**src/rtl/conv_stream_sequencer.sv**
```systemverilog
// Frame sequencer between an AXI-Stream pixel input and a fixed-latency convolver:
// frames words, strobes the convolver, buffers results and re-emits them with TLAST.
module conv_stream_sequencer #(
  parameter int IMAGE_HEIGHT = 200,
  parameter int IMAGE_WIDTH  = 200,
  parameter int NB_PIXEL     = 8,
  parameter int DATA_WIDTH   = 32,
  parameter int CONV_LATENCY = 2,
  parameter int FIFO_DEPTH   = 4
) (
  input  logic                  i_clk,
  input  logic                  i_reset,
  input  logic                  s_axis_valid,
  input  logic [DATA_WIDTH-1:0] s_axis_data,
  input  logic                  s_axis_last,
  output logic                  s_axis_ready,
  output logic                  m_axis_valid,
  output logic [DATA_WIDTH-1:0] m_axis_data,
  output logic                  m_axis_last,
  input  logic                  m_axis_ready,
  input  logic                  i_kernel_valid,
  input  logic [1:0]            i_kernel_sel,
  output logic                  o_conv_valid,
  output logic [DATA_WIDTH-1:0] o_conv_data,
  output logic [1:0]            o_conv_kernel_sel,
  input  logic [DATA_WIDTH-1:0] i_conv_data,
  output logic                  o_frame_done,
  output logic                  o_len_err
);

  localparam int WORDS_PER_FRAME = IMAGE_WIDTH * IMAGE_HEIGHT * NB_PIXEL / DATA_WIDTH;
  localparam int CNT_W = (WORDS_PER_FRAME > 1) ? $clog2(WORDS_PER_FRAME) : 1;
  localparam int PTR_W = $clog2(FIFO_DEPTH);
  localparam int OCC_W = PTR_W + 1;
  localparam int CRD_W = $clog2(FIFO_DEPTH + CONV_LATENCY + 2) + 1;
  localparam logic [CNT_W-1:0] LAST_IDX = CNT_W'(WORDS_PER_FRAME - 1);

  typedef enum logic [1:0] {IDLE, RUN, DRAIN} state_t;

  state_t                  r_state;
  logic [CNT_W-1:0]        r_count;
  logic [1:0]              r_kern_pend;
  logic [1:0]              r_kern_act;
  logic                    r_conv_valid;
  logic                    r_conv_last;
  logic [DATA_WIDTH-1:0]   r_conv_data;
  logic [CONV_LATENCY-1:0] r_tag_vld;
  logic [CONV_LATENCY-1:0] r_tag_last;
  logic [DATA_WIDTH-1:0]   r_mem [FIFO_DEPTH];
  logic [FIFO_DEPTH-1:0]   r_mem_last;
  logic [PTR_W-1:0]        r_wr_ptr;
  logic [PTR_W-1:0]        r_rd_ptr;
  logic [OCC_W-1:0]        r_occ;
  logic                    r_frame_done;
  logic                    r_len_err;

  logic                    w_accept;
  logic                    w_last_word;
  logic                    w_push;
  logic                    w_pop;
  logic                    w_empty;
  logic                    w_tags_empty;
  logic [CRD_W-1:0]        w_credit_used;

  // Every word already accepted owns a FIFO slot until it is popped.
  always_comb begin
    w_credit_used = CRD_W'(r_occ) + CRD_W'(r_conv_valid);
    for (int i = 0; i < CONV_LATENCY; i++) begin
      w_credit_used = w_credit_used + CRD_W'(r_tag_vld[i]);
    end
  end

  assign s_axis_ready = (r_state != DRAIN) && (w_credit_used < CRD_W'(FIFO_DEPTH));
  assign w_accept     = s_axis_valid && s_axis_ready;
  assign w_last_word  = (r_count == LAST_IDX);
  assign w_push       = r_tag_vld[CONV_LATENCY-1];
  assign w_empty      = (r_occ == '0);
  assign w_pop        = !w_empty && m_axis_ready;
  assign w_tags_empty = !r_conv_valid && (r_tag_vld == '0);

  assign m_axis_valid      = !w_empty;
  assign m_axis_data       = w_empty ? '0 : r_mem[r_rd_ptr];
  assign m_axis_last       = !w_empty && r_mem_last[r_rd_ptr];
  assign o_conv_valid      = r_conv_valid;
  assign o_conv_data       = r_conv_data;
  assign o_conv_kernel_sel = r_kern_act;
  assign o_frame_done      = r_frame_done;
  assign o_len_err         = r_len_err;

  always_ff @(posedge i_clk) begin
    if (i_reset) begin
      r_state      <= IDLE;
      r_count      <= '0;
      r_kern_pend  <= '0;
      r_kern_act   <= '0;
      r_conv_valid <= 1'b0;
      r_conv_last  <= 1'b0;
      r_conv_data  <= '0;
      r_tag_vld    <= '0;
      r_tag_last   <= '0;
      r_wr_ptr     <= '0;
      r_rd_ptr     <= '0;
      r_occ        <= '0;
      r_frame_done <= 1'b0;
      r_len_err    <= 1'b0;
    end else begin
      // Stage 1: convolver strobe; stages 2..: tags aligned with the convolver latency
      r_conv_valid <= w_accept;
      r_conv_last  <= w_accept && w_last_word;
      if (w_accept) r_conv_data <= s_axis_data;
      r_tag_vld[0]  <= r_conv_valid;
      r_tag_last[0] <= r_conv_last;
      for (int i = 1; i < CONV_LATENCY; i++) begin
        r_tag_vld[i]  <= r_tag_vld[i-1];
        r_tag_last[i] <= r_tag_last[i-1];
      end

      if (w_push) r_wr_ptr <= r_wr_ptr + 1'b1;
      if (w_pop)  r_rd_ptr <= r_rd_ptr + 1'b1;
      case ({w_push, w_pop})
        2'b10:   r_occ <= r_occ + 1'b1;
        2'b01:   r_occ <= r_occ - 1'b1;
        default: r_occ <= r_occ;
      endcase

      // Kernel changes are only adopted while no frame is open.
      if (i_kernel_valid)    r_kern_pend <= i_kernel_sel;
      if (r_state == IDLE)   r_kern_act  <= r_kern_pend;

      if (w_accept) begin
        r_count <= w_last_word ? '0 : r_count + 1'b1;
        if (s_axis_last != w_last_word) r_len_err <= 1'b1;
      end

      r_frame_done <= 1'b0;
      case (r_state)
        IDLE:    if (w_accept) r_state <= w_last_word ? DRAIN : RUN;
        RUN:     if (w_accept && w_last_word) r_state <= DRAIN;
        DRAIN: begin
          if (w_pop && r_mem_last[r_rd_ptr] && w_tags_empty) begin
            r_state      <= IDLE;
            r_frame_done <= 1'b1;
          end
        end
        default: r_state <= IDLE;
      endcase
    end
  end

  // Result storage carries no reset; the empty flag masks stale entries.
  always_ff @(posedge i_clk) begin
    if (w_push) begin
      r_mem[r_wr_ptr]      <= i_conv_data;
      r_mem_last[r_wr_ptr] <= r_tag_last[CONV_LATENCY-1];
    end
  end

endmodule

```
**config.mk**
```make
export PLATFORM = sky130hd
export DESIGN_NAME = conv_stream_sequencer
export DESIGN_NICKNAME = d
export VERILOG_FILES = /design/src/rtl/conv_stream_sequencer.sv
export SDC_FILE = /design/constraint.sdc
export NUM_CORES = 1
export LEC_CHECK = 0
export ABC_CLOCK_PERIOD_IN_PS = 2000
export CORE_ASPECT_RATIO = 0.5
export CORE_MARGIN = 1.5
export CORE_UTILIZATION = 35
export DETAILED_ROUTE_END_ITERATION = 16
export HOLD_SLACK_MARGIN = 0.1
export PLACE_DENSITY = 0.66
export SLEW_MARGIN = 10
export SYNTH_ARGS = -nofsm -noshare
export SYNTH_HDL_FRONTEND = slang
export SYNTH_SLANG_ARGS = --single-unit
```
**constraint.sdc**
```tcl
create_clock -name i_clk -period 2 [get_ports i_clk]
set_input_delay 0.6 -clock i_clk [delete_from_list [all_inputs] [get_ports i_clk]]
set_output_delay 0.6 -clock i_clk [all_outputs]
set_load 0.02 [all_outputs]
```
Yosys cells after proc, flatten, opt, wreduce, memory -nomap -nowiden
Memories as Yosys holds them, arrays and structs flattened. A register that Yosys moved wholly into a read port is not among the register bits.
Index checks and enable logic that the tools add are counted.
W data, S select, Z words.
{ "op_classes": {"eq_ne": 10, "muxes": 18, "order_cmp": 4, "n_addsub": 8, "bitwise_logic": 1, "n_reduce_logical": 18} }
{ "op_table": {"columns": ["op", "count"], "rows": [
  ["$mux W32", 1],
  ["$add A14 B1 Y14 const B", 1],
  ["$eq A14 B14 Y1 const B", 1],
  ["$mux W14", 1],
  ["$mux W2", 6],
  ["$logic_and A1 B1 Y1", 9],
  ["$add A4 B1 Y4", 2],
  ["$ne A2 B2 Y1 const B", 4],
  ["$lt A2 B3 Y1 const B", 2],
  ["$pmux W2 S3", 1],
  ["$pmux W3 S2", 1],
  ["$mux W1", 5],
  ["$add A2 B1 Y2 const B", 2],
  ["$add A3 B1 Y4", 1],
  ["$bwmux W4", 1],
  ["$eq A2 B1 Y1 const B", 2],
  ["$eq A2 B2 Y1 const B", 2],
  ["$logic_not A2 Y1", 2],
  ["$lt A4 B3 Y1 const B", 1],
  ["$add A3 B1 Y3 const B", 1],
  ["$logic_not A3 Y1", 1],
  ["$reduce_and A3 Y1", 1],
  ["$sub A3 B1 Y3 const B", 1],
  ["$bmux W1 S2", 1],
  ["8 further kinds", 9]
]} }
{ "totals": {"memories": 1, "word_cells": 75, "regBits": 71, "in_bits": 72, "output_inout_bits": 72, "mem_bits_rw": 128} }
{ "mem_list": {"columns": ["memory", "depth", "word_bits", "rd", "rd_clocked_by_memory_dff", "write_ports", "line_no", "source"], "rows": [
  ["r_mem", 4, 32, 1, 1, 1, "49", "logic [DATA_WIDTH-1:0] r_mem [FIFO_DEPTH];"]
]} }

Longest topological paths before layout
Gate-level depths: netlist of the first run.
{ "depth": {"ltp_word": 9, "depth_mapped": 10, "mapped_depth_nobuf": 8} }

Worst setup path before layout of the first run
OpenSTA, ideal clock, no wires.
{ "synth_path": {"path_type": "reg2out", "start": "reg r_conv_valid, in the netlist o_conv_valid", "end": "out s_axis_ready", "required_time_ns": 1.400, "n_path_buf": 0, "t_arrival_ns": 1.715, "stages_incl_launch_ff": 8, "slack_ns": -0.315, "cell_sequence": "dfxtp_1 -> inv_1 -> fa_1 -> inv_1 -> ha_1 -> nand3b_1 -> nand3_1 -> inv_1"} }
{ "synth_between": {"elab_chain_cells": 5} }
{ "synth_lines": {"columns": ["item", "line_no", "source"], "rows": [
  ["start: declaration", "44", "logic r_conv_valid;"],
  ["start signal: assignment", "108", "r_conv_valid <= w_accept;"],
  ["$add A3 B1 Y4", "67", "w_credit_used = CRD_W'(r_occ) + CRD_W'(r_conv_valid);"],
  ["$add A4 B1 Y4 (2 in series)", "69", "w_credit_used = w_credit_used + CRD_W'(r_tag_vld[i]);"],
  ["$lt A4 B3 Y1", "73", "assign s_axis_ready = (r_state != DRAIN) && (w_credit_used < CRD_W'(FIFO_DEPTH));"],
  ["$logic_and A1 B1 Y1", "73", null],
  ["end: declaration", "16", "output logic s_axis_ready,"]
]} }
No other way between the ends.

Final worst setup path of the first run
{ "layout_path": {"start": "reg r_tag_vld[0]", "end": "out s_axis_ready"} }
{ "layout_between": {"elab_chain_cells": 4} }
{ "layout_lines": {"columns": ["item", "line_no", "source"], "rows": [
  ["start: declaration", "47", "logic [CONV_LATENCY-1:0] r_tag_vld;"],
  ["start signal: assignment", "111", "r_tag_vld[0] <= r_conv_valid;"],
  ["start signal: indexed assignment", "114", "r_tag_vld[i] <= r_tag_vld[i-1];"],
  ["$add A4 B1 Y4 (2 in series)", "69", null],
  ["$lt A4 B3 Y1", "73", null],
  ["$logic_and A1 B1 Y1", "73", null]
]} }
No other way between the ends.

==> impl_results.md, run 1 <==
* Status: complete, but fails checks
* Failing checks: setup timing
* FF/Latch Area at between 0.005 and 0.006 mm^2
* Cell depth of the worst hold path at 1
* Die width at ~210 um
* P&R area growth vs syn at 49.3%
* Total number of vias at a little over 5,000
* Post-Place Cell Area at roughly 0.0098 mm^2
* Row count at 38
* Top cell by count, worst path: inv_2
* Total CTS buffers at 20
* Starting DRC count in detailed routing at between 200 and 300
* Met2 wire length at between 9000 and 10,000 um
* Pin count of the biggest net entering global routing at 34
* Cells after Synth at between 500 and 600
* Min-delay src: r_tag_last[0]$_SDFF_PP0_
* Hold WC Path Type: register to register
* Sequential fraction of the synthesis area at 0.690
* Synthesis Warnings at 0
* Post-Route M1 WL at around 8300 um
* Drt first pass iters at 4
* Ys async rst share at 0
* Final Cycle Share at 1.26
* Core area at 0.0217 mm^2
* I/O Buffers at ~140
* Initial Util at 0.357
* Layout cells sized above 1 at 0.406
* Top sig layer: met4
* Clock Latency Late Sink at slightly below 0.5 ns
* Final instance area at approximately 0.012 mm^2
* Routed len/inst at around 17 um
* Gpl congestion at 0.757
* Die Height at 108 um
* First-pass GRT wire length at 27,000 um
* Critical Path AT at ~1.9 ns
* Multi-input logic area at 0.00276 mm^2
* Vias per Instance at between 4 and 5
* H-tree depth at 1
* Clock transition at path regs at around 0.060 ns
* Top post-synthesis cells by count: edfxtp_1 (132), nand2_1 (70), dfxtp_1 (69)
* Clk root buf: clkbuf_16
* Routed wire length at about 18,000 um
* Mean Syn Cell Area at 14.3 um^2
* Final Setup Violations at 82
* Slowest cell on crit path: fa_2
* CP Launch Type: register
* Max_cap viols at 0
* Synth top area share at 0.511
* Power per Cell Area at ~920 mW/mm^2
* Worst Path Max Fanout at 3
* CP Cell Sequence: inv_2, fa_2, inv_2, ha_4, nand3b_1, nand3_2, inv_2, buf_6
* Fin. Hold Viols at 0
* Ranking of synthesized cells by area: edfxtp_1 (51%), dfxtp_1 (18%), mux4_2 (9.6%)
* Slew Viols, Final at 0
* EDFF count, synth at around 130
* Worst Hold Endpoint: r_tag_last[1]$_SDFF_PP0_
* Hold buffers post-CTS at 0
* DIE AREA at roughly 0.023 mm^2
* R2R cell count at 10
* Setup TNS at -20.19 ns
* Setup skew after layout at between 0.01 and 0.015 ns
* Mapped Area at 0.00775 mm^2
* Synth Flop Type: edfxtp_1
* Worst r2r dst: r_count[7]$_SDFFE_PP0P_
* Worst rel slew slack at 0.357
* Static Leak at 4.23 nW
* Filler cells at 1,832
* CP endpoint kind: output pin
* Final HPWL DP at 10,800 um
* Hold slack at 0.428 ns
* #FFs+latches synth at approximately 200
* CTS Sinks at between 200 and 250
* Fmax at 397 MHz
* Antenna cells at 0
* Worst slew pin tran at about 0.97 ns
* Vias in the first global route at between 5,000 and 6,000
* Final setup margin at -0.519 ns
* Minimum clock period at ~2.5 ns
* Synth unique cells at 37
* Count leader, synth: edfxtp_1
* Initial antenna violation count at 0
* Crit path largest cell delay at between 0.3 and 0.4 ns
* Worst r2r src: r_tag_vld[0]$_SDFF_PP0_
* Wire length on met3 at 671 um
* RSZ-0062 raised after global routing: true
* # nets final at slightly above 800
* R2r setup slk at -0.20 ns
* Max clock buf depth at 3
* TritonCTS clock tree: done
* Required time worst endpoint at between 1 and 1.5 ns
* Worst vdd ir at 0.513 mV
* Grt ovf at 0
* Leading area contributor after synthesis: edfxtp_1
* CP Class: register to output pin
* Mapped Nets at 623
* DRC Markers at 0
* DRT antenna net count at 0
* GRT Overall Usage at 0.150
* Ports at between 100 and 150
[critical path: cells and delay by family (launching register included)]
family        cells  cell delay, ns
simple gates      2            0.24
buf+inv           4            0.30
fa+ha+maj         2            0.56
flops             1            0.33
[power by group]
group	leakage (nW)	switching, mW	internal (mW)
registers	1.76	0.0581	4.51
clock network	0.323	1.51	2.26
logic	2.14	1.01	1.32
total	4.23	2.58	8.10
[timing repair]
action                     4_1_cts  5_1_grt
setup buffers                    7       12
gates resized for setup        303      147
pin swaps                       39       64
setup endpoints to repair      114       88
cloned                           5        5
[cell usage in the layout, fill, tap and decap left out, types with 5 or more instances in the layout]
master           instances
o31ai_1                  6
buf_6                   43
clkdlybuf4s50_1         70
nand3_1                  7
nand2_2                  7
inv_1                   13
and2_4                  34
nand4_1                  9
dfxtp_2                  5
a21oi_2                 36
nand2_1                 39
nor2_1                  14
ha_1                     5
nand2_4                 25
dfxtp_1                 61
dlygate4sd2_1           36
a21oi_1                 13
clkbuf_16               25
mux4_2                  33
buf_4                   34
clkbuf_1                 7
edfxtp_1               132
buf_12                  15
[area by class of cell]
class | instances | share of cell area
repair buffers | 212 | 0.203
multi-input cells | 291 | 0.238
clock buffers | 30 | 0.0501
inverters | 18 | 0.00605
clock inverters | 6 | 0.00714
flip-flops and latches | 201 | 0.463
well taps | 300 | 0.0324
[how the worst max path moves through the flow]
stage | slack [ns] | from | cells after the start | endpoint
finish | -0.52 | r_tag_vld[0]$_SDFF_PP0_ | 8 | s_axis_ready
global placement | -0.51 | r_tag_vld[0]$_SDFF_PP0_ | 8 | s_axis_ready
floorplan | 0.004 | o_conv_valid$_SDFF_PP0_ | 9 | r_count[6]$_SDFFE_PP0P_
detailed placement | -0.55 | r_tag_vld[0]$_SDFF_PP0_ | 8 | s_axis_ready
CTS | -0.54 | register | 5 | m_axis_data[10]
global route | -0.59 | r_tag_vld[0]$_SDFF_PP0_ | 8 | s_axis_ready
[stage by stage]
stage	util	std cells	setup WS, ns	total power, mW
6_report	0.534	1058	-0.519	10.7
4_1_cts	0.500	1043	-0.541	10.4
2_1_floorplan	-	542	0.00406	5.49
3_3_place_gp	0.454	996	-0.509	6.27
5_1_grt	0.534	1058	-0.588	11.1
3_5_place_dp	0.454	996	-0.550	6.29
[kinds of logic (layout without fill, tap and decap cells)]
family	after synthesis	count (layout)	synth area share
buffers and inverters	50	266	0.0252
DFF	201	201	0.690
and+or+nand+nor	172	172	0.113
xor gates and xnor gates	6	6	0.00678
AOI/OAI and AO/OA	68	68	0.0491
adders and majority gates	9	9	0.0165
muxes	36	36	0.0998
[per-layer routing]
metal | GRT usage | vias to the layer above
li1 | - | 2409
met1 | 0.199 | 2542
met2 | 0.254 | 87
met3 | 0.0328 | 23
met4 | 0.0322 | 0
met5 | 0 | -
[sequential cells by signal (all words and copies together), names as in the netlist, named ones only]
name and flops:
r_occ 3, o_frame_done 1, r_count 14, r_tag_last 2
o_len_err 1, r_tag_vld 2, o_conv_kernel_sel 2, r_kern_pend 2
r_rd_ptr 2, o_conv_valid 1, o_conv_data 32, r_state 2
r_wr_ptr 2, r_mem 128, r_conv_last 1, r_mem_last 4
Note: power is estimated with default switching activity, not from simulation.
==> run 2, diff against run 1 <==
--- a/config.mk
+++ b/config.mk
@@ -12,6 +12,7 @@
 export DETAILED_ROUTE_END_ITERATION = 16
 export HOLD_SLACK_MARGIN = 0.1
 export PLACE_DENSITY = 0.66
+export RECOVER_POWER = 50
 export SLEW_MARGIN = 10
 export SYNTH_ARGS = -nofsm -noshare
 export SYNTH_HDL_FRONTEND = slang
==> run 2 against run 1 <==
Compared with the run above:
- worst hold slack about the same
- critical endpoint unchanged
- sequential share of layout area grew 0.080 points
- critical path type unchanged
- worst setup slack gained 0.00086 ns
- die area stayed put
- the flow still finishes with violations (setup timing)
==> impl_results.md, run 2 (synthesis results as in run 1) <==
* CP Class: register to output pin
* Initial antenna violation count at 0
* I/O Buffers at approximately 140
* RSZ-0062 raised after global routing: true
* Final cell count without fillers at roughly 1,100
* # nets final at slightly above 800
* Dpl ws at -0.550 ns
* Clk root buf: clkbuf_16
* TritonCTS clock tree: done
* Minimum clock period at 2.52 ns
* Final HPWL DP at 10,800 um
* Clock Latency Late Sink at around 0.5 ns
* Hold WC Path Type: register to register
* Hold buffers post-CTS at 0
* Top cell by count, worst path: inv_2
* Slowest cell on crit path: fa_2
* Vias in the first global route at just over 5,000
* CP endpoint kind: output pin
* Routed wire length at ~18,000 um
* Required time worst endpoint at 1.40 ns
* Total number of vias at about 5,100
* Core area at approximately 0.022 mm^2
* Worst Path Max Fanout at 3
* Ports at ~140
* Total CTS buffers at 20
* Status: complete, but fails checks
* Worst slew pin tran at ~1.2 ns
* DRC Markers at 0
* Filler cells at about 1,800
* Most frequent cells in the layout: edfxtp_1 (132), dfxtp_1 (61), buf_6 (43)
* Final setup margin at -0.519 ns
* Final Setup Violations at approximately 80
* Slew Viols, Final at 0
* Setup skew after layout at roughly 0.014 ns
* Failing checks: setup timing
* Clock transition at path regs at roughly 0.060 ns
* Routed len/inst at 17.5 um
* Inst Count DP at 996
* Static Leak at 4.23 nW
* CP Cell Sequence: inv_2, fa_2, inv_2, ha_4, nand3b_1, nand3_2, inv_2, buf_6
* Pin count of the biggest net entering global routing at 34
* Most common cell after layout, fill and taps aside: edfxtp_1
* Fmax at between 300 and 400 MHz
* Die Height at 108 um
* Gpl congestion at 0.757
* Initial Util at 0.357
* Crit-path leading delay family: adder cells
* Critical Path AT at around 1.9 ns
* GRT Overall Usage at 0.150
* Grt ovf at 0
* Max_cap viols at 0
* Drt first pass iters at 4
* Crit path largest cell delay at roughly 0.38 ns
* H-tree depth at 1
* Buf/Inv on CP at 4
* Setup TNS at -20.30 ns
* Antenna cells at 0
* DIE AREA at roughly 0.023 mm^2
* Max clock buf depth at 3
* CTS Sinks at roughly 200
* CP Launch Type: register
* Starting DRC count in detailed routing at between 200 and 300
* DRT antenna net count at 0
* Post-Place Cell Area at slightly below 0.01 mm^2
* First-pass GRT wire length at between 20,000 and 30,000 um
* Final Util at 0.533
* Final Cycle Share at 1.26
* Fin. Hold Viols at 0
* Largest Register: r_mem
* Worst vdd ir at about 0.51 mV
* Layout cells sized above 1 at 0.404
* Row count at 38
* Power per Cell Area at a little over 900 mW/mm^2
* Vias per Instance at 4.78
* Max reg flops at 128
* Final instance area at approximately 0.012 mm^2
* Worst rel slew slack at 0.177
* P&R area growth vs syn at 49.1%
* Die width at 213 um
==> run 2: changes by cell type in the layout (fill, tap and decap cells not counted) <==
cell,before,now
buf_12,15,14
buf_2,1,0
buf_4,34,33
clkbuf_1,7,9
clkbuf_2,0,1
clkdlybuf4s50_1,70,38
dlygate4sd3_1,0,32
==> run 2: metrics by stage <==
stage / total power, mW / hold WS (ns)
6_report: 10.7 / 0.427
3_3_place_gp: 6.27 / 0.431
3_5_place_dp: 6.29 / 0.427
5_1_grt: 11.1 / 0.448
4_1_cts: 10.4 / 0.428
2_1_floorplan: 5.49 / 0.414
==> run 2: path summary, 6_finish.rpt <==
| path | startpoint | end | slack [ns] | cells after the start |
|---|---|---|---|---|
| setup reg to reg | r_tag_vld[0]$_SDFF_PP0_ | r_count[7]$_SDFFE_PP0P_ | -0.20 | 10 |
| hold reg to reg | r_tag_last[0]$_SDFF_PP0_ | r_tag_last[1]$_SDFF_PP0_ | 0.43 | 1 |
| setup / recovery | r_tag_vld[0]$_SDFF_PP0_ | s_axis_ready | -0.52 | 8 |
| hold / removal | r_tag_last[0]$_SDFF_PP0_ | r_tag_last[1]$_SDFF_PP0_ | 0.43 | 1 |
==> run 2: power breakdown <==
group	leakage (nW)	total (mW)	switching (mW)	internal (mW)
Clock	0.323	3.78	1.51	2.26
Combinational	2.14	2.32	1.01	1.30
Sequential	1.76	4.57	0.0582	4.51
==> run 2: timing repair <==
| action | 4_1_cts | 5_1_grt |
|---|---|---|
| gates resized for setup | 303 | 147 |
| setup endpoints to repair | 114 | 88 |
| gates cloned | 5 | 5 |
| pin swaps | 39 | 64 |
| endpoints found under the hold margin | 0 | 0 |
| setup buffers | 7 | 12 |
==> run 2: area by class of cell <==
type                       instances  area, um^2  share of cell area
sequential                       201        5360               0.464
multi-input combinational        291        2760               0.239
timing repair buffer             212        2320               0.201
clock buffer                      30         579              0.0501
tap                              300         375              0.0325
clock inverter                     6        82.6             0.00715
inverter                          18        70.1             0.00607
==> run 2: metal layers <==
metal	share of wire	track usage
met5	0	0
met4	0.017	0.0322
met3	0.037	0.0328
met2	0.50	0.254
met1	0.45	0.199
